## config.mk

```make
export PLATFORM = sky130hd
export DESIGN_NAME = fec_stream_decoder
export DESIGN_NICKNAME = d
export VERILOG_FILES = /design/src/rtl/fec_pkg.sv /design/src/rtl/fec_syndrome_classify.sv /design/src/rtl/fec_stream_decoder.sv
export SDC_FILE = /design/constraint.sdc
export NUM_CORES = 1
export LEC_CHECK = 0
export ABC_CLOCK_PERIOD_IN_PS = 3800
export CORE_AREA = 2 2 90 92
export CTS_BUF_LIST = sky130_fd_sc_hd__clkbuf_4
export CTS_CLUSTER_SIZE = 28
export DETAILED_ROUTE_END_ITERATION = 16
export DIE_AREA = 0 0 92 94
export GPL_ROUTABILITY_DRIVEN = 0
export PLACE_DENSITY = 0.76
export SLEW_MARGIN = 10
export SYNTH_ARGS = -nofsm -noshare
export SYNTH_HDL_FRONTEND = slang
export SYNTH_HIERARCHICAL = 1
export SYNTH_SLANG_ARGS = --single-unit
```

## constraint.sdc

```tcl
create_clock -name clk -period 3.8 [get_ports clk]
set_clock_uncertainty 0.05 [all_clocks]
set_input_delay 0.57 -clock clk [delete_from_list [all_inputs] [get_ports clk]]
set_output_delay 0.57 -clock clk [all_outputs]
set_load 0.1 [all_outputs]
```

## src/rtl/fec_pkg.sv

```systemverilog
// Shared types for the row-serial 2D-parity FEC decoder.
package fec_pkg;

  // Widest row/column index the status struct can carry; narrower decoders
  // use the low bits only.
  localparam int IDX_MAX_W = 8;

  typedef enum logic [1:0] {
    LOAD,
    COLP,
    CHECK,
    DRAIN
  } state_e;

  typedef enum logic [1:0] {
    NONE,
    DATA1,
    PAR1,
    UNCORR
  } err_class_e;

  typedef struct packed {
    logic                 detected;
    logic                 corrected;
    logic                 uncorrectable;
    logic [IDX_MAX_W-1:0] row;
    logic [IDX_MAX_W-1:0] col;
  } status_t;

endpackage

```

## src/rtl/fec_syndrome_classify.sv

```systemverilog
// Classifies row/column parity syndromes into an error class and locates a
// single data-bit error by converting the one-hot syndromes to indices.
module fec_syndrome_classify
  import fec_pkg::*;
#(
  parameter  int WIDTH      = 4,
  parameter  int DEPTH      = 4,
  parameter  int CORRECT_EN = 1,
  localparam int ROW_W      = $clog2(DEPTH),
  localparam int COL_W      = $clog2(WIDTH)
) (
  input  logic [DEPTH-1:0] row_syn_i,
  input  logic [WIDTH-1:0] col_syn_i,
  output err_class_e       cls_o,
  output logic [ROW_W-1:0] row_o,
  output logic [COL_W-1:0] col_o
);

  logic             r_any, r_one, c_any, c_one;
  logic [ROW_W-1:0] row_idx;
  logic [COL_W-1:0] col_idx;

  // x & (x-1) clears the lowest set bit, so it is zero exactly when x has at most one bit set.
  assign r_any = |row_syn_i;
  assign c_any = |col_syn_i;
  assign r_one = r_any && ~|(row_syn_i & (row_syn_i - DEPTH'(1)));
  assign c_one = c_any && ~|(col_syn_i & (col_syn_i - WIDTH'(1)));

  // One-hot to index: OR together the indices of all set bits (exact when one-hot).
  always_comb begin
    // NOTE: every variable written here gets a default first, so no path leaves it unassigned and no latch is inferred.
    row_idx = '0;
    col_idx = '0;
    for (int i = 0; i < DEPTH; i++) begin
      if (row_syn_i[i]) row_idx = row_idx | ROW_W'(i);
    end
    for (int j = 0; j < WIDTH; j++) begin
      if (col_syn_i[j]) col_idx = col_idx | COL_W'(j);
    end
  end

  // Error classification; location is reported only for a repairable data error.
  always_comb begin
    cls_o = UNCORR;
    row_o = '0;
    col_o = '0;
    if (!r_any && !c_any) begin
      cls_o = NONE;
    end else if (r_one && c_one) begin
      if (CORRECT_EN != 0) begin
        cls_o = DATA1;
        row_o = row_idx;
        col_o = col_idx;
      end
    end else if ((r_one && !c_any) || (!r_any && c_one)) begin
      cls_o = PAR1;
    end
  end

endmodule

```

## src/rtl/fec_stream_decoder.sv

```systemverilog
// Row-serial 2D-parity FEC decoder: loads a block one row per beat plus a
// column-parity beat, classifies it, then drains the corrected rows.
module fec_stream_decoder
  import fec_pkg::*;
#(
  parameter  int WIDTH      = 4,
  parameter  int DEPTH      = 4,
  parameter  int ODD_PAR    = 0,
  parameter  int CORRECT_EN = 1,
  parameter  int CNT_W      = 16,
  localparam int ROW_W      = $clog2(DEPTH),
  localparam int COL_W      = $clog2(WIDTH)
) (
  input  logic             clk,
  input  logic             rst,
  input  logic             in_valid,
  output logic             in_ready,
  input  logic [WIDTH-1:0] in_data,
  input  logic             in_par,
  output logic             out_valid,
  input  logic             out_ready,
  output logic [WIDTH-1:0] out_data,
  output logic             out_last,
  output logic             err_detected,
  output logic             err_corrected,
  output logic             err_uncorrectable,
  output logic [ROW_W-1:0] err_row,
  output logic [COL_W-1:0] err_col,
  input  logic             cnt_clear,
  output logic [CNT_W-1:0] corr_count,
  output logic [CNT_W-1:0] uncorr_count
);

  localparam logic             ODD      = (ODD_PAR != 0);
  localparam logic [ROW_W-1:0] LAST_IDX = ROW_W'(DEPTH - 1);

  state_e           state_q, state_d;
  logic [ROW_W-1:0] idx_q, idx_d;
  logic [WIDTH-1:0] row_buf_q [DEPTH];
  logic [DEPTH-1:0] row_syn_q;
  logic [WIDTH-1:0] col_acc_q, col_syn_q;
  status_t          status_q, status_d;
  logic             fix_q;
  logic [CNT_W-1:0] corr_q, uncorr_q;

  err_class_e       cls;
  logic [ROW_W-1:0] cls_row;
  logic [COL_W-1:0] cls_col;
  logic             load_fire, colp_fire, in_check, draining;
  logic [WIDTH-1:0] fix_mask;
  logic             unused_status_bits;

  fec_syndrome_classify #(
    .WIDTH     (WIDTH),
    .DEPTH     (DEPTH),
    .CORRECT_EN(CORRECT_EN)
  ) u_classify (
    .row_syn_i(row_syn_q),
    .col_syn_i(col_syn_q),
    .cls_o    (cls),
    .row_o    (cls_row),
    .col_o    (cls_col)
  );

  assign load_fire = (state_q == LOAD) && in_valid;
  assign colp_fire = (state_q == COLP) && in_valid;
  assign in_check  = (state_q == CHECK);
  assign draining  = (state_q == DRAIN);

  // State and row-index register.
  always_ff @(posedge clk) begin
    // NOTE: sequential state uses non-blocking assignments so every flop samples pre-edge values.
    if (rst) begin
      state_q <= LOAD;
      idx_q   <= '0;
    end else begin
      state_q <= state_d;
      idx_q   <= idx_d;
    end
  end

  // Next-state logic and handshake outputs.
  always_comb begin
    state_d   = state_q;
    idx_d     = idx_q;
    in_ready  = 1'b0;
    out_valid = 1'b0;
    unique case (state_q)
      LOAD: begin
        in_ready = 1'b1;
        if (in_valid) begin
          if (idx_q == LAST_IDX) begin
            idx_d   = '0;
            state_d = COLP;
          end else begin
            idx_d = idx_q + ROW_W'(1);
          end
        end
      end
      COLP: begin
        in_ready = 1'b1;
        if (in_valid) state_d = CHECK;
      end
      CHECK: state_d = DRAIN;
      DRAIN: begin
        out_valid = 1'b1;
        if (out_ready) begin
          if (idx_q == LAST_IDX) begin
            idx_d   = '0;
            state_d = LOAD;
          end else begin
            idx_d = idx_q + ROW_W'(1);
          end
        end
      end
      default: state_d = LOAD;
    endcase
  end

  // Row storage; contents are only read after being written in the current block.
  always_ff @(posedge clk) begin
    // NOTE: the row buffer is deliberately not reset; idx/state reset makes stale rows unreachable.
    if (load_fire) row_buf_q[idx_q] <= in_data;
  end

  // Status derived from the classifier, latched once per block in CHECK.
  always_comb begin
    status_d               = '0;
    status_d.corrected     = (cls == DATA1) || (cls == PAR1);
    status_d.uncorrectable = (cls == UNCORR);
    status_d.detected      = status_d.corrected || status_d.uncorrectable;
    status_d.row           = IDX_MAX_W'(cls_row);
    status_d.col           = IDX_MAX_W'(cls_col);
  end

  // Syndrome accumulation and per-block status capture.
  always_ff @(posedge clk) begin
    if (rst) begin
      row_syn_q <= '0;
      col_acc_q <= '0;
      col_syn_q <= '0;
      status_q  <= '0;
      fix_q     <= 1'b0;
    end else begin
      if (load_fire) begin
        row_syn_q[idx_q] <= ^in_data ^ in_par ^ ODD;
        col_acc_q        <= (idx_q == '0) ? in_data : (col_acc_q ^ in_data);
      end
      if (colp_fire) col_syn_q <= col_acc_q ^ in_data ^ {WIDTH{ODD}};
      if (in_check) begin
        status_q <= status_d;
        fix_q    <= (cls == DATA1);
      end
    end
  end

  // Saturating block counters; a clear overrides a same-cycle increment.
  always_ff @(posedge clk) begin
    if (rst || cnt_clear) begin
      corr_q   <= '0;
      uncorr_q <= '0;
    end else if (in_check) begin
      if (status_d.corrected && (corr_q != '1)) corr_q <= corr_q + CNT_W'(1);
      if (status_d.uncorrectable && (uncorr_q != '1)) uncorr_q <= uncorr_q + CNT_W'(1);
    end
  end

  // Output mux: flip the located bit on the located row, zero everything outside DRAIN.
  assign fix_mask = (fix_q && (idx_q == status_q.row[ROW_W-1:0]))
                    ? (WIDTH'(1) << status_q.col[COL_W-1:0]) : '0;

  assign out_data          = draining ? (row_buf_q[idx_q] ^ fix_mask) : '0;
  assign out_last          = draining && (idx_q == LAST_IDX);
  assign err_detected      = draining && status_q.detected;
  assign err_corrected     = draining && status_q.corrected;
  assign err_uncorrectable = draining && status_q.uncorrectable;
  assign err_row           = draining ? status_q.row[ROW_W-1:0] : '0;
  assign err_col           = draining ? status_q.col[COL_W-1:0] : '0;
  assign corr_count        = corr_q;
  assign uncorr_count      = uncorr_q;

  // Upper index bits exist only to fit the widest decoder.
  assign unused_status_bits = ^{status_q.row, status_q.col};

endmodule

```

-- Word level (Yosys, flattened, before mapping)
Memory sizes are Yosys's and may differ from the RTL's. A register that Yosys moved wholly into a read port is not among the register bits.
Cells that the tools add are included.
- memories: 1
- register bits after elaboration: 56
- RAM bits: 16
- output and inout port bits: 46
- reduce and logical (&&, ||, !) cells: 37
- mux-type cells: 37
- shifts and indexed selects: 1
- bitwise gates (word level): 5
- order comparisons: 2
- add/sub/neg operators: 5
- equal/unequal tests: 15
- memory list (memory ; depth ; width ; rd ports ; clocked after Yosys merged registers in ; wr ports ; RTL line ; RTL):
    row_buf_q ; 4 ; 4 ; 1 ; 1 ; 1 ; fec_stream_decoder.sv:39 ; logic [WIDTH-1:0] row_buf_q [DEPTH];
- operator list (kind ; number):
    2-bit two-way mux ; 22
    16-bit by 1-bit adder with 16-bit output, second input constant ; 2
    16-bit != test, second input constant ; 2
    1-bit logical AND ; 16
    4-bit OR reduction ; 4
    4-bit two-way mux ; 3
    2-bit == test, second input constant ; 5
    4-bit bitwise AND ; 2
    1-bit two-way mux ; 8
    2-bit one-hot mux with 4 select lines ; 1
    4-bit by 1-bit subtractor with 4-bit output, second input constant ; 2
    4-bit bitwise XOR ; 2
    2-bit != test, second input constant ; 3
    5-bit AND reduction ; 1
    4-bit bitwise mux ; 1
    2-bit by 1-bit == test with 1-bit output, second input constant ; 2
    1-bit logical NOT ; 4
    2-bit logical NOT ; 2
    1-bit logical OR ; 4
    2-bit by 1-bit != test with 1-bit output, second input constant ; 2
    2-bit one-hot mux with 2 select lines ; 1
    2-bit AND reduction ; 2
    4-bit XOR reduction ; 1
    1-bit by 2-bit << shifter with 4-bit output, first input constant ; 1
    other kinds (9) ; 9

-- Depth between registers and ports, before layout
Gate-level depths: netlist (run 1).
- depth after elaboration: 14
- gate-level depth with buffers: 12

-- Modules after synthesis
Netlist (run 1), hierarchy kept.
- modules (own cells, without submodules) (module ; times used ; cells each ; seq. area each (µm²) ; area an instance (µm²)):
    fec_stream_decoder ; 1 ; 376 ; 1641.6 ; 3589.7
    fec_syndrome_classify ; 1 ; 36 ; 0.0 ; 240.2

-- Least setup slack after synthesis (run 1)
No wires, ideal clock.
- path kind: reg-to-reg
- from: reg col_syn_q[3]
- to: reg corr_q[14], in the netlist corr_count[14]
- data arrival time: 2860 ps
- path buffers: 2
- required time: 3680 ps
- setup slack: 819 ps
- stages on the path, launching flop included: 13
- cells stage by stage: dfxtp_1 > buf_6 > xor2_1 > a211oi_2 > nor4_1 > nor4_2 > inv_1 > ha_1 > and4_1 > or3b_1 > buf_2 > or4_1 > a21oi_1
- RTL lines (item ; RTL line ; RTL):
    start: declaration ; fec_stream_decoder.sv:41 ; logic [WIDTH-1:0] col_acc_q, col_syn_q;
    start signal: assignment ; fec_stream_decoder.sv:149 ; if (colp_fire) col_syn_q <= col_acc_q ^ in_data ^ {WIDTH{ODD}};
    end signal: assignment ; fec_stream_decoder.sv:163 ; if (status_d.corrected && (corr_q != '1)) corr_q <= corr_q + CNT_W'(1);
    end: declaration ; fec_stream_decoder.sv:44 ; logic [CNT_W-1:0] corr_q, uncorr_q;

==> metrics.txt, run 1 <==
yosys warns 6; Resize count post-CTS 0; Crit Path Max Fanout 8; most common cell after layout, fill and taps aside dfxtp_1; RSZ-0062 raised after global routing no; cts hold-fix bufs 0; total setup buffers inserted after CTS 0; Num CTS Buffers 9; initial core utilization 0.503; number of synthesized register bits 74; number of flops mapped to enable cells by yosys 16; Worst-Margin Slew 0.976 ns; dpl hpwl 5.89 mm; Die Span X 92 µm; Yosys top cell by area dfxtp_1; IO buf count 55; final hold violations 0; share of cells above drive strength 1 0.0915; NumNets Final 489; DRT antenna net count 0; Final Slew Violations 0; leakage power 1.61 nW; row count 32; slack of the worst reg-to-reg path 0.59 ns; Reg2Reg Depth 10; mapped cell area 3830 µm²; asr flop ratio synth 0; most frequent cells in the layout 58 x dfxtp_1, 42 x clkdlybuf4s50_1, 38 x nor2_1; Post-Place Worst Slack 0.617 ns; setup ws final 0.591 ns; Area contributors post-synth dfxtp_1 30%, edfxtp_1 13%, ha_1 4.6%; main flop type after synthesis dfxtp_1; P&R area growth vs syn 19.9%; Worst R2R Start col_syn_q[3]$_SDFFE_PP0P_; Initial DRC Count 102; Chip Height 94 µm; initial antenna violation count 0; routed wire length 8.14 mm; clk_lat worst skew 0.44 ns; core area 7610 µm²; CP Data Arrival Time 3.54 ns; syn nets 436; Hold WC Path Type flip-flop to flip-flop; CP Launch Type flip-flop; first-pass GRT wire length 13.6 mm; clk slew on worst S/H paths 0.14 ns; Clock Path Buffers 2; grt ovf 0; per-cell routed wire length 14.2 µm; Period minus WS final 3.21 ns; post-synthesis sequential area ratio 0.429; fillers 655; Synth Area per Inst 9.30 µm²; DP Cell Count 556; total negative slack 0 ns; reg2reg end corr_count[14]$_SDFFE_PP0P_; vias 3247; TritonCTS clock tree yes; power per cell area 354 nW/µm²; f_max 312 MHz; non-filler cells, final 572; ratio of final minimum period to clock period 0.844; VDD IR-drop max 0.000228 V; critical path class flip-flop to flip-flop; vias per cell 5.68; diode count 0; Max Cap Viol 0; Final setup viols 0; largest net degree at the start of global routing 29; Max H-tree Level 3; CP required 4.13 ns; Cells after Synth 412; clk sink count 74; DRC errors left 0; io pins 56; Hold EP status_q[18]$_SDFFE_PP0P_; Hold Slack 0.445 ns; share of the synthesized area in the top cell type 0.303; CP Capture Type flip-flop; Root Driver clkbuf_4; worst hold start status_q[18]$_SDFFE_PP0P_; status finished clean; Hold Crit Depth 2; post-synth cell types 52; router iterations before antenna repair 4; die area 8650 µm²; Slew HR 0.347; vias in the first global route 2967; Total Routing Usage GR 0.196
[where the power goes]
part | switching [mW] | internal (mW) | leakage (nW) | total (mW)
sequential | 0.0306 | 0.834 | 0.616 | 0.865
clock | 0.290 | 0.267 | 0.0901 | 0.556
combinational | 0.114 | 0.0908 | 0.902 | 0.205
total | 0.434 | 1.19 | 1.61 | 1.63
[layer usage]
metal / vias to the layer above / share of wire / wire (µm) / GRT usage
met4: 0 / 0.017 / 136 / 0.0833
met1: 1536 / 0.47 / 3790 / 0.247
li1: 1635 / - / - / -
met2: 64 / 0.48 / 3910 / 0.333
met5: - / 0 / 0 / 0
met3: 12 / 0.037 / 299 / 0.0345
[through the flow]
stage	total power [mW]	cell area [µm²]	utilization
after floorplan	1.03	3830	-
after global placement	1.08	4420	0.581
after detailed placement	1.09	4420	0.581
after CTS	1.63	4580	0.602
after global routing	1.70	4590	0.604
final	1.63	4590	0.604
[synthesized netlist by cell type, drive strengths merged, types with 11 or more instances]
cell     n
and2    17
nor2    38
o21ai   27
edfxtp  16
or4     11
a21oi   22
ha      14
dfxtp   58
inv     16
nand2   31
or3     16
a211oi  12
[cells by family after synthesis]
family / count (synthesis) / share of synthesized area
flip-flops: 74 / 0.429
multiplexers: 14 / 0.0497
AND/OR/NAND/NOR: 171 / 0.246
AO/OA/AOI/OAI: 91 / 0.154
XOR/XNOR: 16 / 0.0402
buffers and inverters: 31 / 0.0333
adder cells (fa/ha/maj): 15 / 0.0487
[registers in the layout (all words and copies together) (netlist names), named ones only]
name	flops
col_acc_q	4
col_syn_q	4
corr_count	16
fix_q	1
idx_q	2
row_buf_q	16
row_syn_q	4
state_q	2
status_q	7
uncorr_count	16
[worst max-delay path, cell delays in order, from the launching register on]
cell	delay, ns
dfxtp_1	0.49
maj3_2	0.26
a2bb2oi_1	0.27
a211oi_1	0.09
a21oi_1	0.27
inv_1	0.08
ha_1	0.29
and4_1	0.26
or3b_1	0.46
or4_1	0.49
a21oi_1	0.15
[worst max path at each step]
stage / end / cells after the start / start
floorplan: corr_count[14]$_SDFFE_PP0P_ / 12 / col_syn_q[3]$_SDFFE_PP0P_
global placement: corr_count[14]$_SDFFE_PP0P_ / 10 / col_syn_q[3]$_SDFFE_PP0P_
detailed placement: corr_count[14]$_SDFFE_PP0P_ / 10 / col_syn_q[3]$_SDFFE_PP0P_
CTS: corr_count[14]$_SDFFE_PP0P_ / 10 / col_syn_q[3]$_SDFFE_PP0P_
global route: corr_count[14]$_SDFFE_PP0P_ / 10 / col_syn_q[3]$_SDFFE_PP0P_
finish: corr_count[14]$_SDFFE_PP0P_ / 10 / col_syn_q[3]$_SDFFE_PP0P_
[area by class of cell]
class | count | area (µm²) | share of cell area
multi-input cells | 307 | 2070 | 0.451
repair buffers | 57 | 533 | 0.116
well taps | 102 | 128 | 0.0278
clock inverters | 7 | 92.6 | 0.0202
inverters | 16 | 60.1 | 0.0131
flip-flops and latches | 74 | 1640 | 0.357
clock buffers | 9 | 67.6 | 0.0147
Note: power is estimated with default switching activity, not from simulation.
==> inputs of run 2 (changes only) <==
--- a/config.mk
+++ b/config.mk
@@ -5,7 +5,7 @@
 export SDC_FILE = /design/constraint.sdc
 export NUM_CORES = 1
 export LEC_CHECK = 0
-export ABC_CLOCK_PERIOD_IN_PS = 3800
+export ABC_CLOCK_PERIOD_IN_PS = 3350
 export CORE_AREA = 2 2 90 92
 export CTS_BUF_LIST = sky130_fd_sc_hd__clkbuf_4
 export CTS_CLUSTER_SIZE = 28
==> constraint.sdc (replaced) <==
create_clock -name clk -period 3.35 [get_ports clk]
set_clock_uncertainty 0.05 [all_clocks]
set_input_delay 0.5025 -clock clk [delete_from_list [all_inputs] [get_ports clk]]
set_output_delay 0.5025 -clock clk [all_outputs]
set_load 0.1 [all_outputs]
==> metrics.txt, run 2 (synthesized netlist as in run 1, its figures left out) <==
die area 8650 µm² (unchanged); first-pass GRT wire length 13.7 mm (+0.76%); vias per cell 5.74 (+1.2%); Chip Height 94 µm (unchanged); DRC errors left 0 (unchanged); Max Cap Viol 0 (unchanged); routed wire length 8.17 mm (+0.39%); vias in the first global route 2988 (+0.71%); vias 3296 (+1.5%); NumNets Final 491 (+0.41%); Hold WC Path Type flip-flop to flip-flop; CP Capture Type flip-flop; fillers 677 (+3.4%); diode count 0 (unchanged); ratio of final minimum period to clock period 0.924 (+0.0800); IO buf count 55 (unchanged); non-filler cells, final 574 (+0.35%); Total Routing Usage GR 0.196 (about the same); total negative slack 0 ns (unchanged); grt ovf 0 (unchanged); total setup buffers inserted after CTS 0 (unchanged); clk sink count 74 (unchanged); area of the multi-input gates 2060 µm² (-0.30%); Final Slew Violations 0 (unchanged); router iterations before antenna repair 4 (unchanged); P&R area growth vs syn 20.1%; clk slew on worst S/H paths 0.13 ns (about the same); largest net degree at the start of global routing 29 (unchanged); share of cells above drive strength 1 0.129 (+0.0377); power per cell area 417 nW/µm² (+18%); Period minus WS final 3.10 ns (-0.112 ns); Final setup viols 0 (unchanged); initial antenna violation count 0 (unchanged); row count 32 (unchanged); clk_lat worst skew 0.43 ns (about the same); leakage power 1.64 nW (+2.0%); per-cell routed wire length 14.2 µm (about the same); most common cell after layout, fill and taps aside dfxtp_1; Root Driver clkbuf_4; io pins 56 (unchanged); critical path class flip-flop to flip-flop; most frequent cells in the layout 55 x dfxtp_1, 38 x nor2_1, 31 x nand2_1; CP Launch Type flip-flop; Max H-tree Level 3 (unchanged); Resize count post-CTS 0 (unchanged); core area 7610 µm² (unchanged); initial core utilization 0.503 (unchanged); final hold violations 0 (unchanged); Slew HR 0.345 (-0.00245); Num CTS Buffers 9 (unchanged); CP Data Arrival Time 3.42 ns (-0.12 ns); FF/Latch Area 1650 µm² (+0.23%); Worst-Margin Slew 0.980 ns (+0.00367 ns); Initial DRC Count 102 (unchanged); DRT antenna net count 0 (unchanged); VDD IR-drop max 0.000295 V (+30%); CP required 3.67 ns (-0.46 ns); DP Cell Count 558 (+0.36%); dpl hpwl 5.94 mm (+0.71%); Crit Path Max Fanout 8 (unchanged); Clock Path Buffers 2 (unchanged); TritonCTS clock tree yes; cts hold-fix bufs 0 (unchanged); Die Span X 92 µm (unchanged); status finished clean; f_max 323 MHz (+3.6%); RSZ-0062 raised after global routing no
[run 2: cell count changes in the layout (fill, tap and decap cells not counted), sizes merged]
cell / previous run / this run
bufinv: 2 / 3
clkinv: 4 / 2
inv: 17 / 18
clkdlybuf4s50: 42 / 30
buf: 15 / 29
[run 2: worst paths after layout]
check	startpoint	endpoint	cells past startpoint	slack [ns]
setup / recovery	col_syn_q[2]$_SDFFE_PP0P_	corr_count[14]$_SDFFE_PP0P_	10	0.25
hold reg to reg	status_q[18]$_SDFFE_PP0P_	status_q[18]$_SDFFE_PP0P_	2	0.44
hold / removal	status_q[18]$_SDFFE_PP0P_	status_q[18]$_SDFFE_PP0P_	2	0.44
setup reg to reg	col_syn_q[2]$_SDFFE_PP0P_	corr_count[14]$_SDFFE_PP0P_	10	0.25
[run 2: final cells by class]
type / instances / area share
multi-input combinational: 307 / 0.449
sequential: 74 / 0.358
timing repair buffer: 59 / 0.113
tap: 102 / 0.0278
clock inverter: 7 / 0.0253
clock buffer: 9 / 0.0147
inverter: 16 / 0.0131
[run 2: power by group]
| group | switching [mW] | total, mW | internal (mW) |
|---|---|---|---|
| sequential | 0.0345 | 0.981 | 0.947 |
| clock | 0.325 | 0.703 | 0.379 |
| combinational | 0.128 | 0.231 | 0.103 |
[run 2: worst max-delay path, cell delays in order, from the launching register on]
cell      delay, ns
dfxtp_2        0.37
xor2_1         0.18
a211oi_2       0.30
nor4_1         0.11
nor4_2         0.30
inv_1          0.10
ha_1           0.29
and4_1         0.27
or3b_4         0.44
or4_1          0.48
a21oi_1        0.15
[run 2: routing by layer]
| layer | vias up | global-route usage | routed length [µm] |
|---|---|---|---|
| li1 | 1640 | - | - |
| met1 | 1558 | 0.242 | 3670 |
| met2 | 82 | 0.328 | 3930 |
| met3 | 16 | 0.0385 | 366 |
| met4 | 0 | 0.0983 | 200 |
| met5 | - | 0 | 0 |
[run 2: stage by stage]
stage                     power (mW)  setup slack (ns)  hold slack [ns]  utilization  area, µm²
after detailed placement        1.23             0.143            0.418        0.579       4410
after global routing            2.00           0.00576            0.491        0.604       4600
final                           1.92             0.253            0.438        0.604       4600
after global placement          1.22             0.268            0.414        0.579       4410
after CTS                       1.93             0.103            0.435        0.604       4590
after floorplan                 1.17             0.369            0.401            -       3830
